**src/rtl/control_word_register.sv**
```systemverilog
// Control word pipeline register for the microstore: holds the current word and
// its address, with flush, stall (with timeout), and a one-deep shadow for save/restore.
module control_word_register #(
    parameter int unsigned       WORD_W    = 34,
    parameter int unsigned       STATE_W   = 10,
    parameter logic [WORD_W-1:0] NOP_WORD  = '0,
    parameter int unsigned       N_LSB     = 31,
    parameter int unsigned       INV_BIT   = 30,
    parameter int unsigned       SEL_LSB   = 28,
    parameter int unsigned       CR_LSB    = 0,
    parameter int unsigned       STALL_MAX = 15
) (
    input  logic               clk,
    input  logic               reset_n,
    input  logic [WORD_W-1:0]  in,
    input  logic [STATE_W-1:0] in_state,
    input  logic               stall,
    input  logic               flush,
    input  logic               save,
    input  logic               restore,
    output logic [WORD_W-1:0]  word_q,
    output logic [STATE_W-1:0] state_q,
    output logic [2:0]         N,
    output logic               inv,
    output logic [1:0]         select,
    output logic [5:0]         cr,
    output logic               shadow_valid,
    output logic               restore_err,
    output logic               stall_timeout
);

    localparam logic [7:0] STALL_MAX_C = 8'(STALL_MAX);

    logic [WORD_W-1:0]  word_d;
    logic [STATE_W-1:0] state_d;
    logic [WORD_W-1:0]  shadow_word_q, shadow_word_d;
    logic [STATE_W-1:0] shadow_state_q, shadow_state_d;
    logic               shadow_valid_q, shadow_valid_d;
    logic               restore_err_q, restore_err_d;
    logic [7:0]         stall_cnt_q, stall_cnt_d;
    logic               stall_timeout_q, stall_timeout_d;

    always_comb begin
        word_d          = word_q;
        state_d         = state_q;
        shadow_word_d   = shadow_word_q;
        shadow_state_d  = shadow_state_q;
        shadow_valid_d  = shadow_valid_q;
        restore_err_d   = 1'b0;
        stall_cnt_d     = stall_cnt_q;
        stall_timeout_d = stall_timeout_q;

        if (flush) begin
            word_d          = NOP_WORD;
            state_d         = '0;
            stall_cnt_d     = '0;
            stall_timeout_d = 1'b0;
        end else begin
            if (restore) begin
                if (shadow_valid_q) begin
                    word_d         = shadow_word_q;
                    state_d        = shadow_state_q;
                    shadow_valid_d = 1'b0;
                end else begin
                    restore_err_d = 1'b1;
                end
            end else if (!stall) begin
                word_d  = in;
                state_d = in_state;
            end

            // Stall counting follows the stall input even when a restore wins the word update.
            if (stall) begin
                stall_cnt_d = (stall_cnt_q == 8'hFF) ? stall_cnt_q : stall_cnt_q + 8'd1;
                if (stall_cnt_d >= STALL_MAX_C) begin
                    stall_timeout_d = 1'b1;
                end
            end else begin
                stall_cnt_d = '0;
            end
        end

        // Save always captures the pre-edge contents, after any restore has read the old shadow.
        if (save) begin
            shadow_word_d  = word_q;
            shadow_state_d = state_q;
            shadow_valid_d = 1'b1;
        end
    end

    always_ff @(posedge clk) begin
        if (!reset_n) begin
            word_q          <= NOP_WORD;
            state_q         <= '0;
            shadow_word_q   <= '0;
            shadow_state_q  <= '0;
            shadow_valid_q  <= 1'b0;
            restore_err_q   <= 1'b0;
            stall_cnt_q     <= '0;
            stall_timeout_q <= 1'b0;
        end else begin
            word_q          <= word_d;
            state_q         <= state_d;
            shadow_word_q   <= shadow_word_d;
            shadow_state_q  <= shadow_state_d;
            shadow_valid_q  <= shadow_valid_d;
            restore_err_q   <= restore_err_d;
            stall_cnt_q     <= stall_cnt_d;
            stall_timeout_q <= stall_timeout_d;
        end
    end

    assign N             = word_q[N_LSB+2:N_LSB];
    assign inv           = word_q[INV_BIT];
    assign select        = word_q[SEL_LSB+1:SEL_LSB];
    assign cr            = word_q[CR_LSB+5:CR_LSB];
    assign shadow_valid  = shadow_valid_q;
    assign restore_err   = restore_err_q;
    assign stall_timeout = stall_timeout_q;

endmodule
```
**config.mk**
```make
export PLATFORM = sky130hd
export DESIGN_NAME = control_word_register
export DESIGN_NICKNAME = d
export VERILOG_FILES = /design/src/rtl/control_word_register.sv
export SDC_FILE = /design/constraint.sdc
export NUM_CORES = 1
export LEC_CHECK = 0
export BUFFER_PORTS_ARGS = -buffer_cell sky130_fd_sc_hd__buf_2
export CORE_UTILIZATION = 53
export CTS_BUF_LIST = sky130_fd_sc_hd__clkbuf_8 sky130_fd_sc_hd__clkbuf_16
export DETAILED_ROUTE_END_ITERATION = 8
export PLACE_DENSITY = 0.79
export SKIP_CTS_REPAIR_TIMING = 1
export SYNTH_ARGS = -nofsm -noshare
export SYNTH_HDL_FRONTEND = slang
export SYNTH_SLANG_ARGS = --single-unit
```
**constraint.sdc**
```tcl
create_clock -name clk -period 1.75 [get_ports clk]
set_input_delay 0.4375 -clock clk [delete_from_list [all_inputs] [get_ports clk]]
set_output_delay 0.4375 -clock clk [all_outputs]
set_load 0.05 [all_outputs]
```
Word-level counts from Yosys, hierarchy flattened

Cells that the tools add are included.
Widths: inputs -> output; s select.

Word-level logic and storage cells: 35
Output and inout port bits: 59
Bits in registers: 99

Add/sub/neg operators: 1
Equal/unequal tests: 4
Magnitude comparators: 1
Reduce and logical (&&, ||, !) cells: 7
Multiplexer cells: 11
Bitwise logic cells: 3

Operator list:

| operator            | number |
|---|---|
| $mux 34             | 3 |
| $mux 10             | 3 |
| $add 8x1->8 const B | 1 |
| $eq 8x8->1 const B  | 1 |
| $ge 8x4->1 const B  | 1 |
| $mux 8              | 1 |
| $ne 2x1->1 const B  | 3 |
| $reduce_and 2->1    | 3 |
| $reduce_or 3->1     | 2 |
| $mux 1              | 4 |
| $not 1->1           | 3 |
| $reduce_bool 2->1   | 1 |
| $reduce_or 2->1     | 1 |

Depth between registers and ports, before layout

Word-level depth: 4
Depth in mapped cells: 6

Least setup slack after synthesis

OpenSTA, ideal clock, no wires.

Path kind: register -> register
From: register shadow_valid_q, in the netlist shadow_valid
To: register word_q[0]
Cell stages (with the launch flop): 6
Path slack: 0.201 ns
Data required time: 1.664 ns
Setup time: 0.086 ns
Arrival time: 1.464 ns
Cell sequence: dfxtp_1 -> inv_1 -> mux2i_4 -> buf_2 -> nor2_1 -> a211oi_1

Cells in the longest elaborated chain, start to end: 2

Ends and longest elaborated chain:

| item                       | line | source |
|---|---|---|
| start: declaration         | 38   | `logic shadow_valid_q, shadow_valid_d;` |
| start signal: assignment   | 106  | `shadow_valid_q <= shadow_valid_d;` |
| $ne 2x1->1 (no line)       | --   |  |
| $reduce_and 2->1 (no line) | --   |  |
| end signal: assignment     | 102  | `word_q <= word_d;` |
| end: declaration           | 21   | `output logic [WORD_W-1:0] word_q,` |

Every way passes these cells.
A chain may end at the register's enable or synchronous reset.

Final worst setup path

From: register stall_cnt_q[1]
To: register stall_timeout_q, in the netlist stall_timeout

Cells in the longest elaborated chain, start to end: 4

Ends and longest elaborated chain:

| item                                      | line | source |
|---|---|---|
| start: declaration                        | 40   | `logic [7:0] stall_cnt_q, stall_cnt_d;` |
| start signal: assignment                  | 108  | `stall_cnt_q <= stall_cnt_d;` |
| $add 8x1->8 or $eq 8x8->1 (tied branches) | 74   | `stall_cnt_d = (stall_cnt_q == 8'hFF) ? stall_cnt_q : stall_cnt_q + 8'd1;` |
| $mux 8 *                                  | 74   |  |
| $ge 8x4->1 *                              | 75   | `if (stall_cnt_d >= STALL_MAX_C) begin` |
| $reduce_and 2->1 (no line) *              | --   |  |
| end signal: assignment                    | 109  | `stall_timeout_q <= stall_timeout_d;` |
| end: declaration                          | 41   | `logic stall_timeout_q, stall_timeout_d;` |

Mark *: on every way between the ends. The rest lies on a longest branch, timed or not.

==> summary.md <==
| Metric | Value |
|---|---|
| Status | completed |
| Pre-antenna DRT Iters | 4 |
| WP data arrival | 1.74 ns |
| Detailed Place HPWL | 5760 µm |
| Core region area | 7890 µm² |
| Total number of H-tree levels | 3 |
| Chip height | 93.4 µm |
| Initial cell density of the core | 56.1% |
| Total global routing overflow | 0 |
| Crit path time final | 1.52 ns |
| Kind of start point of the critical path | register |
| Number of distinct standard cells referenced by the synthesized netlist | 39 |
| Clock input transition at the sequential cells of the worst setup and hold paths | 0.10 ns |
| Area added between synthesis and finish | 16.4% |
| Root Buffer | sky130_fd_sc_hd__clkbuf_8 |
| First DRT Iteration DRCs | 74 |
| Instance count of the mapped netlist | 422 |
| Die width | 93.4 µm |
| Overall die area | 8710 µm² |
| End-of-flow core utilization | 65.2% |
| Avg Inst Size Synth | 10.5 µm² |
| Largest voltage drop on the vdd net | 0.468 mV |
| Deepest clock path buffer count | 2 |
| Post-detailed-route DRC marker count | 0 |
| Num Clock Sinks | 99 |
| Number of top-level pins | 109 |
| Hold slack final | 0.417 ns |
| Cells taking the most area after synthesis | sky130_fd_sc_hd__dfxtp_1 (45%), sky130_fd_sc_hd__mux2i_1 (20%), sky130_fd_sc_hd__nor2b_1 (6.2%) |
| Final #Nets | 558 |
| Worst setup slack after placement | 0.173 ns |
| Classification of the worst-slack hold path | input pin to register |
| Total global-route track usage | 21.1% |
| Number of max-cap violations | 0 |
| CTS Buf Count | 9 |
| Pwr per Cell Area | 892 nW/µm² |
| Clock skew | 0.0131 ns |
| Period utilisation layout | 86.7% |
| Global-route wire length before repair | 14400 µm |
| Async set or reset register ratio after synthesis | 0% |
| Gpl congestion | 0.819 |
| Number of hold violations in the final report | 0 |
| Highest fanout seen on the critical path | 6 |
| Count of input and output buffers | 108 |
| Maximum operating frequency | 659 MHz |
| Max-slew violation total from the final report | 0 |
| Placement Rows | 32 |
| Clock tree from TritonCTS | yes |
| Setup TNS after final layout | 0 ns |
| Sum of internal, switching and leakage power | 4.59 mW |
| Seq cells post-synth | 99 |
| Final setup vio count | 0 |
| Final worst setup slack | 0.232 ns |
| Mean number of vias per cell | 5.31 |
| List of most frequent post-synthesis cells | sky130_fd_sc_hd__dfxtp_1 (99), sky130_fd_sc_hd__mux2i_1 (88), sky130_fd_sc_hd__nor2_1 (49), sky130_fd_sc_hd__nor2b_1 (44), sky130_fd_sc_hd__a211oi_1 (25) |
| Routed Wire Length | 8870 µm |
| Ys Warns | 0 |
| Biggest area consumer among synthesized cells | sky130_fd_sc_hd__dfxtp_1 |
| Lkg Pwr | 2.31 nW |
| Setup repair after global routing missed its margin | false |
| Prevailing post-synth register cell | sky130_fd_sc_hd__dfxtp_1 |
| Startpoint-to-endpoint class of the critical path | register to register |
| Critical path capture point type | register |
| Number of antenna violations at the first check in global routing | 0 |
| Relative slew margins | 76.9% |
| Area of the mapped netlist | 4420 µm² |
| Number of global-route vias before repair | 3233 |
| Post-synth EDFFs | 0 |
| Transition time of the tightest slew-check pin | 0.347 ns |
| Library cell with the highest instance count after synthesis | sky130_fd_sc_hd__dfxtp_1 |
| Sequential-to-total area share from yosys stat | 44.8% |
| Fraction of post-synthesis cell area in the top cell type by area | 44.8% |
| Routed len/inst | 14.4 µm |
| Ant. Diodes | 0 |
| Fraction of final layout cells sized beyond drive strength 1 | 30.9% |
| Clk_lat worst skew | 0.36 ns |
| Routed via count | 3260 |
| Pin count of the biggest net entering global routing | 53 |
| Number of nets produced by synthesis | 473 |
| Remaining antenna violation count after routing | 0 |
| Data required time at the worst endpoint | 1.97 ns |
power by group:
part / leakage (nW) / switching (mW) / total, mW / internal (mW)
sequential: 0.804 / 0.0506 / 2.38 / 2.33
clock: 0.0984 / 0.783 / 1.44 / 0.659
combinational: 1.40 / 0.505 / 0.772 / 0.267
total: 2.31 / 1.34 / 4.59 / 3.25
critical path, cell delays in order, from the launching register on:
cell and delay (ns):
sky130_fd_sc_hd__dfxtp_1 0.42, sky130_fd_sc_hd__ha_1 0.27, sky130_fd_sc_hd__buf_4 0.15, sky130_fd_sc_hd__nand4_1 0.13, sky130_fd_sc_hd__o21bai_1 0.16, sky130_fd_sc_hd__a221o_1 0.16, sky130_fd_sc_hd__o2111ai_1 0.09
registers in the layout (all words and copies together), names as in the netlist:
| name | cells |
|---|---|
| word_q | 34 |
| restore_err | 1 |
| shadow_valid | 1 |
| shadow_state_q | 10 |
| stall_cnt_q | 8 |
| state_q | 10 |
| shadow_word_q | 34 |
| stall_timeout | 1 |
final cells by class:
class	instances	area (µm²)
Clock buffer	9	124
Sequential cell	99	1980
Inverter	6	22.5
Clock inverter	7	70.1
Timing Repair Buffer	119	698
Tap cell	102	128
Fill cell	649	2740
Multi-Input combinational cell	272	2120
path summary, 6_finish.rpt:
check,slack (ns),end,from,cells after the start
worst min-delay path,0.42,word_q[2],in[2],3
worst max register to register,0.23,stall_timeout,stall_cnt_q[1],6
worst min register to register,0.44,restore_err,shadow_valid,1
worst max-delay path,0.23,stall_timeout,stall_cnt_q[1],6
routing by layer:
layer	global-route usage (%)	up-vias	routed length (µm)
li1	-	1638	-
met1	23.9	1526	3870
met2	37.8	83	4350
met3	5.20	13	509
met4	8.21	0	140
met5	0	-	0
logic make-up after synthesis:
kind of cell	after synthesis	share of synthesized area [%]
buffers and inverters	51	7.27
flip-flops	99	44.8
adder cells (fa/ha/maj)	1	0.283
AO/OA/AOI/OAI	63	13.2
XOR/XNOR	2	0.396
AND/OR/NAND/NOR	117	13.7
multiplexers	89	20.4
stage by stage:
step                area, µm²  cells
finish                   5150    614
CTS                      5150    614
detailed placement       4950    598
floorplan                4420    422
global route             5150    614
global placement         4950    598
cells in the final DEF (no fill, tap or decap), drive strengths merged, types with 2 or more instances in the layout:
cell	count
inv	9
buf	119
and4	2
and3	2
nor2	49
a211oi	45
clkbuf	9
nand3b	2
nor2b	44
clkinvlp	2
nor3	3
mux2i	89
and2	2
nor3b	2
a21oi	6
nand2	6
a31oi	2
nand3	2
dfxtp	99
Note: power is estimated with default switching activity, not from simulation.
